`src/rtl/mul8_seq.sv`:
```
// Sequential 8x8 unsigned shift-and-add multiplier built around one add8 ripple adder.
// One result every 9 cycles, with a start/busy/done handshake and a registered 16-bit product.

module add8 (
  input  logic [7:0] a,
  input  logic [7:0] b,
  input  logic       c_in,
  output logic [7:0] sum,
  output logic       c_out
);
  logic carry;

  // NOTE: combinational logic uses blocking '=' and assigns every output on every path, so no latches are inferred.
  always_comb begin
    carry = c_in;
    sum   = 8'h00;
    for (int i = 0; i < 8; i++) begin
      sum[i] = a[i] ^ b[i] ^ carry;
      carry  = (a[i] & b[i]) | (carry & (a[i] ^ b[i]));
    end
    c_out = carry;
  end
endmodule

module mul8_seq (
  input  logic        clk,
  input  logic        rst_n,
  input  logic        start,
  input  logic [7:0]  A,
  input  logic [7:0]  B,
  output logic [15:0] product,
  output logic        busy,
  output logic        done
);
  typedef enum logic [1:0] {IDLE, RUN, DONE} state_t;

  state_t      state;
  logic [7:0]  mcand;
  logic [15:0] p;      // upper byte = accumulator, lower byte = multiplier / low product bits
  logic [3:0]  count;
  logic [7:0]  add_b;
  logic [7:0]  sum;
  logic        c_out;
  logic [15:0] p_next;

  assign add_b = p[0] ? mcand : 8'h00;

  add8 u_add8 (
    .a     (p[15:8]),
    .b     (add_b),
    .c_in  (1'b0),
    .sum   (sum),
    .c_out (c_out)
  );

  // The 9-bit {c_out,sum} shifts right with the multiplier, so the carry lands in bit 15.
  assign p_next = {c_out, sum, p[7:1]};

  // NOTE: sequential state uses non-blocking '<=' so every register sees pre-edge values.
  always_ff @(posedge clk or negedge rst_n) begin
    if (!rst_n) begin
      state   <= IDLE;
      mcand   <= 8'h00;
      p       <= 16'h0000;
      count   <= 4'd0;
      product <= 16'h0000;
      busy    <= 1'b0;
      done    <= 1'b0;
    end else begin
      case (state)
        RUN: begin
          p     <= p_next;
          count <= count + 4'd1;
          if (count == 4'd7) begin
            product <= p_next;
            state   <= DONE;
            busy    <= 1'b0;
            done    <= 1'b1;
          end
        end
        default: begin
          // IDLE and DONE both accept a new request; DONE otherwise falls back to IDLE.
          done <= 1'b0;
          if (start) begin
            mcand <= A;
            p     <= {8'h00, B};
            count <= 4'd0;
            state <= RUN;
            busy  <= 1'b1;
          end else begin
            state <= IDLE;
          end
        end
      endcase
    end
  end
endmodule
```
`config.mk`:
```
export PLATFORM = sky130hd
export DESIGN_NAME = mul8_seq
export DESIGN_NICKNAME = d
export VERILOG_FILES = /design/src/rtl/mul8_seq.sv
export SDC_FILE = /design/constraint.sdc
export NUM_CORES = 1
export LEC_CHECK = 0
export CORE_ASPECT_RATIO = 1.5
export CORE_MARGIN = 5
export CORE_UTILIZATION = 45
export DETAILED_ROUTE_END_ITERATION = 7
export PLACE_DENSITY = 0.69
export SLEW_MARGIN = 15
export SYNTH_ARGS = -nofsm -noshare
export SYNTH_HDL_FRONTEND = slang
export SYNTH_SLANG_ARGS = --single-unit
```
`constraint.sdc`:
```
create_clock -name clk -period 4 [get_ports clk]
set_input_delay 0.4 -clock clk [delete_from_list [all_inputs] [get_ports clk]]
set_output_delay 0.4 -clock clk [all_outputs]
set_load 0.05 [all_outputs]
```
==> summary.md, run 1 <==
- **average via count per standard cell** 4.94
- **ant diodes** 0
- **Row Count** 31
- **post-layout minimum cycle time** 3.46 ns
- **actual transition at the worst max-transition pin** 1.02 ns
- **placed wire-length estimate** 2870 µm
- **max incr delay on CP** 0.46 ns
- **data required time of the worst path** 4.21 ns
- **root buffer cell** clkbuf_8
- **Area Growth Syn to Fin** 22.6%
- **Post-Syn Instances** 172
- **share of layout cells above drive strength 1** 15.5%
- **antenna violations before repair** 0
- **violation count after the first detailed-route iteration** 60
- **total congestion overflow** 0
- **Critical Path Slowest Stage Cell** dfrtp_1
- **Sum Neg Setup Slack** 0 ns
- **number of global-route vias before repair** 1463
- **P_int** 1300 µW
- **number of top-level pins** 37
- **clock tree from TritonCTS** done
- **number of gates on the worst path with buffers counted** 17
- **number of H-tree levels** 2
- **Setup Viol. Count Final** 0
- **biggest area consumer among synthesized cells** dfrtp_1
- **Area after DPL** 0.00253 mm²
- **net switching power** 910 µW
- **post-synthesis instance area** 0.00216 mm²
- **kind of capture point of the worst setup path** register
- **relative contribution of combinational cells to total power** 46.9%
- **number of different library cells in the post-synthesis netlist** 25
- **average detailed-routed wire length per instance** 14.7 µm
- **critical path launch point type** register
- **Final GP Congestion** 0.808
- **net count reported at finish** 234
- **net count after synthesis** 200
- **DRC violation count after routing** 0
- **floorplan die area** 0.00630 mm²
- **highest net fanout along the worst path** 9
- **CTS buffer count** 5
- **most instantiated flip-flop cell in the synthesis netlist** dfrtp_1
- **CP Buf/Inv Count** 7
- **number of fillers in the final layout** 438
- **Bufs on Longest Clock Path** 2
- **Post-CTS Resized** 0
- **Ys Warns** 0
- **final hold violations** 0
- **cell area power density** 838 mW/mm²
- **Horiz. Die Dim** 66.5 µm
- **total routed wirelength** 4010 µm
- **overall global routing resource usage** 14.0%
- **arrival time of the worst setup path** 3.67 ns
- **antenna-violating nets left** 0
- **share of async-settable or async-resettable flops after synthesis** 100%
- **total of buffers placed on input and output ports** 36
- **global-route wire length before repair** 6760 µm
- **highest achievable clock rate** 289 MHz
- **EDFF count, synth** 0
- **critical setup path kind** reg -> reg
- **leakage power of the design** 0.00118 µW
- **first drt pass iteration count** 4
- **Worst R2R Path Depth** 17
- **share of total power in sequential cells** 37.2%
- **Worst-Skew Late Latency** 0.30 ns
- **Final Total Pwr** 2220 µW
- **largest net degree at the start of global routing** 48
- **proportion of total power due to net switching** 41.1%
- **cell-by-cell trace of the critical path** and2_1, ha_1, inv_1, fa_1, inv_1, fa_1, inv_1, fa_1, inv_1, fa_1, inv_1, fa_1, inv_1, fa_1, inv_1, fa_1, o21ai_0
- **Worst Skew** 0.0125 ns
- **initial standard-cell utilization of the core** 45.6%
- **largest cells by area after synthesis** dfrtp_1 (55%), mux2_2 (9.9%), fa_1 (6.5%), mux2i_1 (6.5%), o21ai_0 (3.3%)
- **number of hold buffers added after CTS** 0
- **post-CTS setup buffer count** 0
- **register bit count reported by yosys** 47
- **share of Yosys cell area claimed by the top area cell type** 54.6%
- **routed vias** 1349
- **Peak VDD IR** 465 µV
- **core region area** 0.00473 mm²
- **Sink Count** 47
- **cell area after layout** 0.00264 mm²
- **worst hold slack after final layout** 0.270 ns
- **Hold/Removal Path Class** in -> async
- **final count of pins violating max slew** 0
- **Clk pin slew, worst setup/hold paths** 0.10 ns
- **RSZ-0062 raised after global routing** no
- **vertical die dimension** 94.8 µm
- **result of the run** finished, final reports clean
- **worst relative slew slack** 32.3%
- **Seq/Total Area, Yosys** 54.6%
- **max-cap viol count** 0
- **gate family responsible for the most delay along the worst path** adder cells
- **Final period util** 86.5%
- **average footprint of a synthesized cell** 12.5 µm²
- **Core Util, Final** 55.9%
- **part of the total power dissipated in the clock network** 15.9%
==> path summary, 6_finish.rpt <==
kind,startpoint,to,slack (ns)
max in group asynchronous,rst_n,product[7],3.09
worst max-delay path,p[0],p[14],0.54
worst max register to register,p[0],p[14],0.54
min in group clk,busy,busy,0.51
worst min register to register,busy,busy,0.51
worst min-delay path,rst_n,p[4],0.27
==> cells in the final DEF, fill, tap and decap left out, drive strengths merged <==
cell type      instances
nand3                  1
nor2b                  1
nand2                 19
mux2                  21
fa                     7
and4b                  1
nand3b                 6
o21ai                 14
clkbuf                 5
o31ai                  3
buf                    1
and2                   4
bufinv                 1
or3                    1
or2b                   1
nor2                   3
clkinv                 1
inv                   17
ha                     2
clkdlybuf4s50         35
xor2                   1
mux2i                 14
dfrtp                 47
a21oi                  1
==> through the flow <==
step | std cells | worst slack (ns)
2_1_floorplan | 172 | 0.783
3_3_place_gp | 265 | 0.683
3_5_place_dp | 265 | 0.574
4_1_cts | 273 | 0.529
5_1_grt | 273 | 0.300
6_report | 273 | 0.539
==> metal layers <==
layer	share of wire [%]	track usage, %	wire, µm	vias up
met5	0	0	0	-
met4	0.95	4.41	38	0
met3	3.9	3.45	155	4
met2	53	23.9	2140	34
met1	42	17.1	1680	682
li1	-	-	-	629
==> power groups by stage <==
stage | clock network (µW) | registers (µW) | logic [µW]
floorplan | 0 | 1050 | 525
global placement | 0 | 822 | 1010
detailed placement | 0 | 836 | 1050
CTS | 363 | 827 | 1050
global route | 383 | 849 | 1140
finish | 352 | 824 | 1040
==> cell families after synthesis <==
family | after synthesis | synth area share, %
flops | 47 | 54.6
mux | 35 | 17.8
simple gates | 37 | 9.17
compound gates | 18 | 4.53
fa+ha+maj | 9 | 7.66
xor+xnor | 1 | 0.406
buf+inv | 25 | 5.86
==> flip-flops by register name, indices dropped and copies added, names as in the netlist <==
| register | cells |
|---|---|
| product | 16 |
| done | 1 |
| count | 4 |
| mcand | 8 |
| busy | 1 |
| p | 16 |
| state | 1 |
==> synthesized netlist by cell type, types with 2 or more instances <==
| library cell | count |
|---|---|
| o31ai_1 | 3 |
| fa_1 | 7 |
| nand2_1 | 18 |
| mux2i_1 | 14 |
| nor2_1 | 3 |
| o21ai_0 | 14 |
| and2_1 | 4 |
| ha_1 | 2 |
| mux2_2 | 19 |
| dfrtp_1 | 47 |
| nand3b_1 | 6 |
| clkbuf_1 | 5 |
| mux2_4 | 2 |
| inv_1 | 16 |
| buf_6 | 2 |
==> area by class of cell <==
cell class | count | area, µm² | share of cell area [%]
flip-flops and latches | 47 | 1180 | 44.5
multi-input cells | 100 | 853 | 32.3
repair buffers | 36 | 355 | 13.4
well taps | 66 | 82.6 | 3.12
clock buffers | 5 | 68.8 | 2.60
inverters | 16 | 60.1 | 2.27
clock inverters | 3 | 47.5 | 1.80
==> worst reg2reg max path, cell delays in order, from the launching register on <==
cell,delay (ns)
dfrtp_1,0.46
and2_1,0.17
ha_1,0.17
inv_1,0.06
fa_1,0.15
inv_1,0.05
fa_1,0.35
inv_1,0.07
fa_1,0.15
inv_1,0.05
fa_1,0.36
inv_1,0.08
fa_1,0.16
inv_1,0.05
fa_1,0.36
inv_1,0.08
fa_1,0.43
o21ai_0,0.17
(Power assumes the default switching activity.)
==> run 2: changes to the inputs <==
--- a/config.mk
+++ b/config.mk
@@ -5,7 +5,7 @@
 export SDC_FILE = /design/constraint.sdc
 export NUM_CORES = 1
 export LEC_CHECK = 0
-export CORE_ASPECT_RATIO = 1.5
+export CORE_ASPECT_RATIO = 0.7
 export CORE_MARGIN = 5
 export CORE_UTILIZATION = 45
 export DETAILED_ROUTE_END_ITERATION = 7
==> run 2 against run 1 <==
  * Sequential power rose by 0.5%
  * Register-to-register slack improved by 0.05 ns
  * Via count fell by 1.0%
  * Flip-flop and latch count did not move
  * Die area fell by 0.11%
  * Final cell count fell by 3.3%
  * Core utilization rose by 0.58 points
  * Setup slack improved by 0.053 ns
==> summary.md, run 2 (synthesis results as in run 1) <==
- **result of the run** finished, final reports clean
- **total of buffers placed on input and output ports** 36, unchanged
- **net count reported at finish** 234, unchanged
- **highest achievable clock rate** 293 MHz, +1.5%
- **Horiz. Die Dim** 92.7 µm, +39%
- **commonest non-fill, non-tap cell in the layout** dfrtp_1
- **root buffer cell** clkbuf_8
- **Peak VDD IR** 278 µV, -40%
- **slack of the worst reg-to-reg path** 0.59 ns, +0.05 ns
- **Worst Skew** 0.00531 ns, -0.00722 ns
- **first drt pass iteration count** 4, unchanged
- **worst relative slew slack** 31.2%, -1.2 points
- **CTS buffer count** 5, unchanged
- **data required time of the worst path** 4.21 ns, about the same
- **number of top-level pins** 37, unchanged
- **most frequent cells in the layout** dfrtp_1 (47), clkdlybuf4s50_1 (35), mux2_2 (19)
- **kind of capture point of the worst setup path** register
- **Sum Neg Setup Slack** 0 ns, unchanged
- **violation count after the first detailed-route iteration** 58, -3.3%
- **number of global-route vias before repair** 1416, -3.2%
- **critical path launch point type** register
- **Critical Path Slowest Stage Cell** dfrtp_1
- **start of the worst register-to-register path** p[0]
- **Bufs on Longest Clock Path** 2, unchanged
- **cell-by-cell trace of the critical path** and2_1, ha_1, inv_1, fa_1, inv_1, fa_1, inv_1, fa_1, inv_1, fa_1, inv_1, fa_1, inv_1, fa_1, inv_1, fa_1, o21ai_0
- **total routed wirelength** 3960 µm, -1.2%
- **placed wire-length estimate** 2770 µm, -3.6%
- **Post-CTS Resized** 0, unchanged
- **# placed instances** 256, -3.4%
- **max-cap viol count** 0, unchanged
- **Worst R2R Path Depth** 17, unchanged
- **leakage power of the design** 0.00119 µW, +0.55%
- **final count of pins violating max slew** 0, unchanged
- **post-CTS setup buffer count** 0, unchanged
- **cell area power density** 853 mW/mm², +1.9%
- **vertical die dimension** 67.9 µm, -28%
- **share of layout cells above drive strength 1** 15.5%, unchanged
- **arrival time of the worst setup path** 3.62 ns, -0.05 ns
- **Finished Layout Cells** 264, -3.3%
- **global-route wire length before repair** 6880 µm, +1.8%
- **routed vias** 1335, -1.0%
- **Area Growth Syn to Fin** 23.2%
- **Final GP Congestion** 0.740, -8.4%
- **clock tree from TritonCTS** done
- **post-layout minimum cycle time** 3.41 ns, -0.0528 ns
- **overall global routing resource usage** 14.0%, about the same
- **number of H-tree levels** 2, unchanged
- **endpoint of the worst register-to-register path** p[14]
- **Sink Count** 47, unchanged
- **antenna violations before repair** 0, unchanged
- **Area after DPL** 0.00252 mm², -0.45%
- **number of hold buffers added after CTS** 0, unchanged
- **max incr delay on CP** 0.46 ns, about the same
- **core region area** 0.00470 mm², -0.61%
- **Hold/Removal Path Class** in -> async
- **floorplan die area** 0.00630 mm², -0.11%
- **Clk pin slew, worst setup/hold paths** 0.09 ns, about the same
- **DRC violation count after routing** 0, unchanged
- **total congestion overflow** 0, unchanged
- **ant diodes** 0, unchanged
- **Final period util** 85.2%, -1.3 points
- **final hold violations** 0, unchanged
- **critical setup path kind** reg -> reg
- **largest net degree at the start of global routing** 48, unchanged
- **Setup Viol. Count Final** 0, unchanged
- **average via count per standard cell** 5.06, +2.3%
- **average detailed-routed wire length per instance** 15.0 µm, +2.1%
- **initial standard-cell utilization of the core** 45.8%, +0.28 points
- **highest net fanout along the worst path** 9, unchanged
- **antenna-violating nets left** 0, unchanged
- **registers with the most flip-flops** p x16, product x16, mcand x8
- **Row Count** 21, -32%
- **Worst-Skew Late Latency** 0.29 ns, about the same
- **actual transition at the worst max-transition pin** 1.03 ns, +0.0143 ns
- **cell area after layout** 0.00266 mm², +0.43%
- **RSZ-0062 raised after global routing** no
run 2: cell count changes in the layout (fill, tap and decap cells not counted), sizes merged:
cell      change
bufinv        +1
inv           -1
clkinv        -1
clkinvlp      +1
run 2: per-layer routing:
layer	up-vias	track usage [%]	part of all wire (%)
li1	633	-	-
met1	677	19.7	49
met2	23	21.6	47
met3	2	3.41	3.9
met4	0	4.39	0.83
met5	-	0	0
run 2: how the worst max path moves through the flow:
| stage | slack, ns | start | end |
|---|---|---|---|
| floorplan | 0.78 | p[0] | p[14] |
| CTS | 0.57 | p[0] | p[14] |
| global route | 0.38 | p[0] | p[14] |
| global placement | 0.71 | p[0] | p[14] |
| finish | 0.59 | p[0] | p[14] |
| detailed placement | 0.59 | p[0] | product[14] |
run 2: final cells by class:
cell class              instances  area, µm²
clock buffers                   5       68.8
clock inverters                 3       67.6
fillers                       386       2050
inverters                      16       60.1
multi-input cells             100        853
flip-flops and latches         47       1180
well taps                      57       71.3
repair buffers                 36        358
run 2: stage by stage:
stage	worst slack, ns	power (µW)	util [%]	hold slack (ns)
3_3_place_gp	0.706	1830	53.5	0.475
6_report	0.592	2270	56.5	0.0909
5_1_grt	0.382	2430	56.5	0.144
4_1_cts	0.570	2290	56.4	0.311
2_1_floorplan	0.783	1580	-	0.104
3_5_place_dp	0.591	1870	53.5	0.492
run 2: power breakdown:
part,internal [µW],switching [µW]
Sequential,692,136
Combinational,421,609
Clock,249,159
run 2: worst max-delay path: cells and delay by family, from the launching register on:
kind	cells	cell delay, ns
compound gates	1	0.16
fa+ha+maj	8	2.11
buf+inv	7	0.44
flops	1	0.46
simple gates	1	0.17
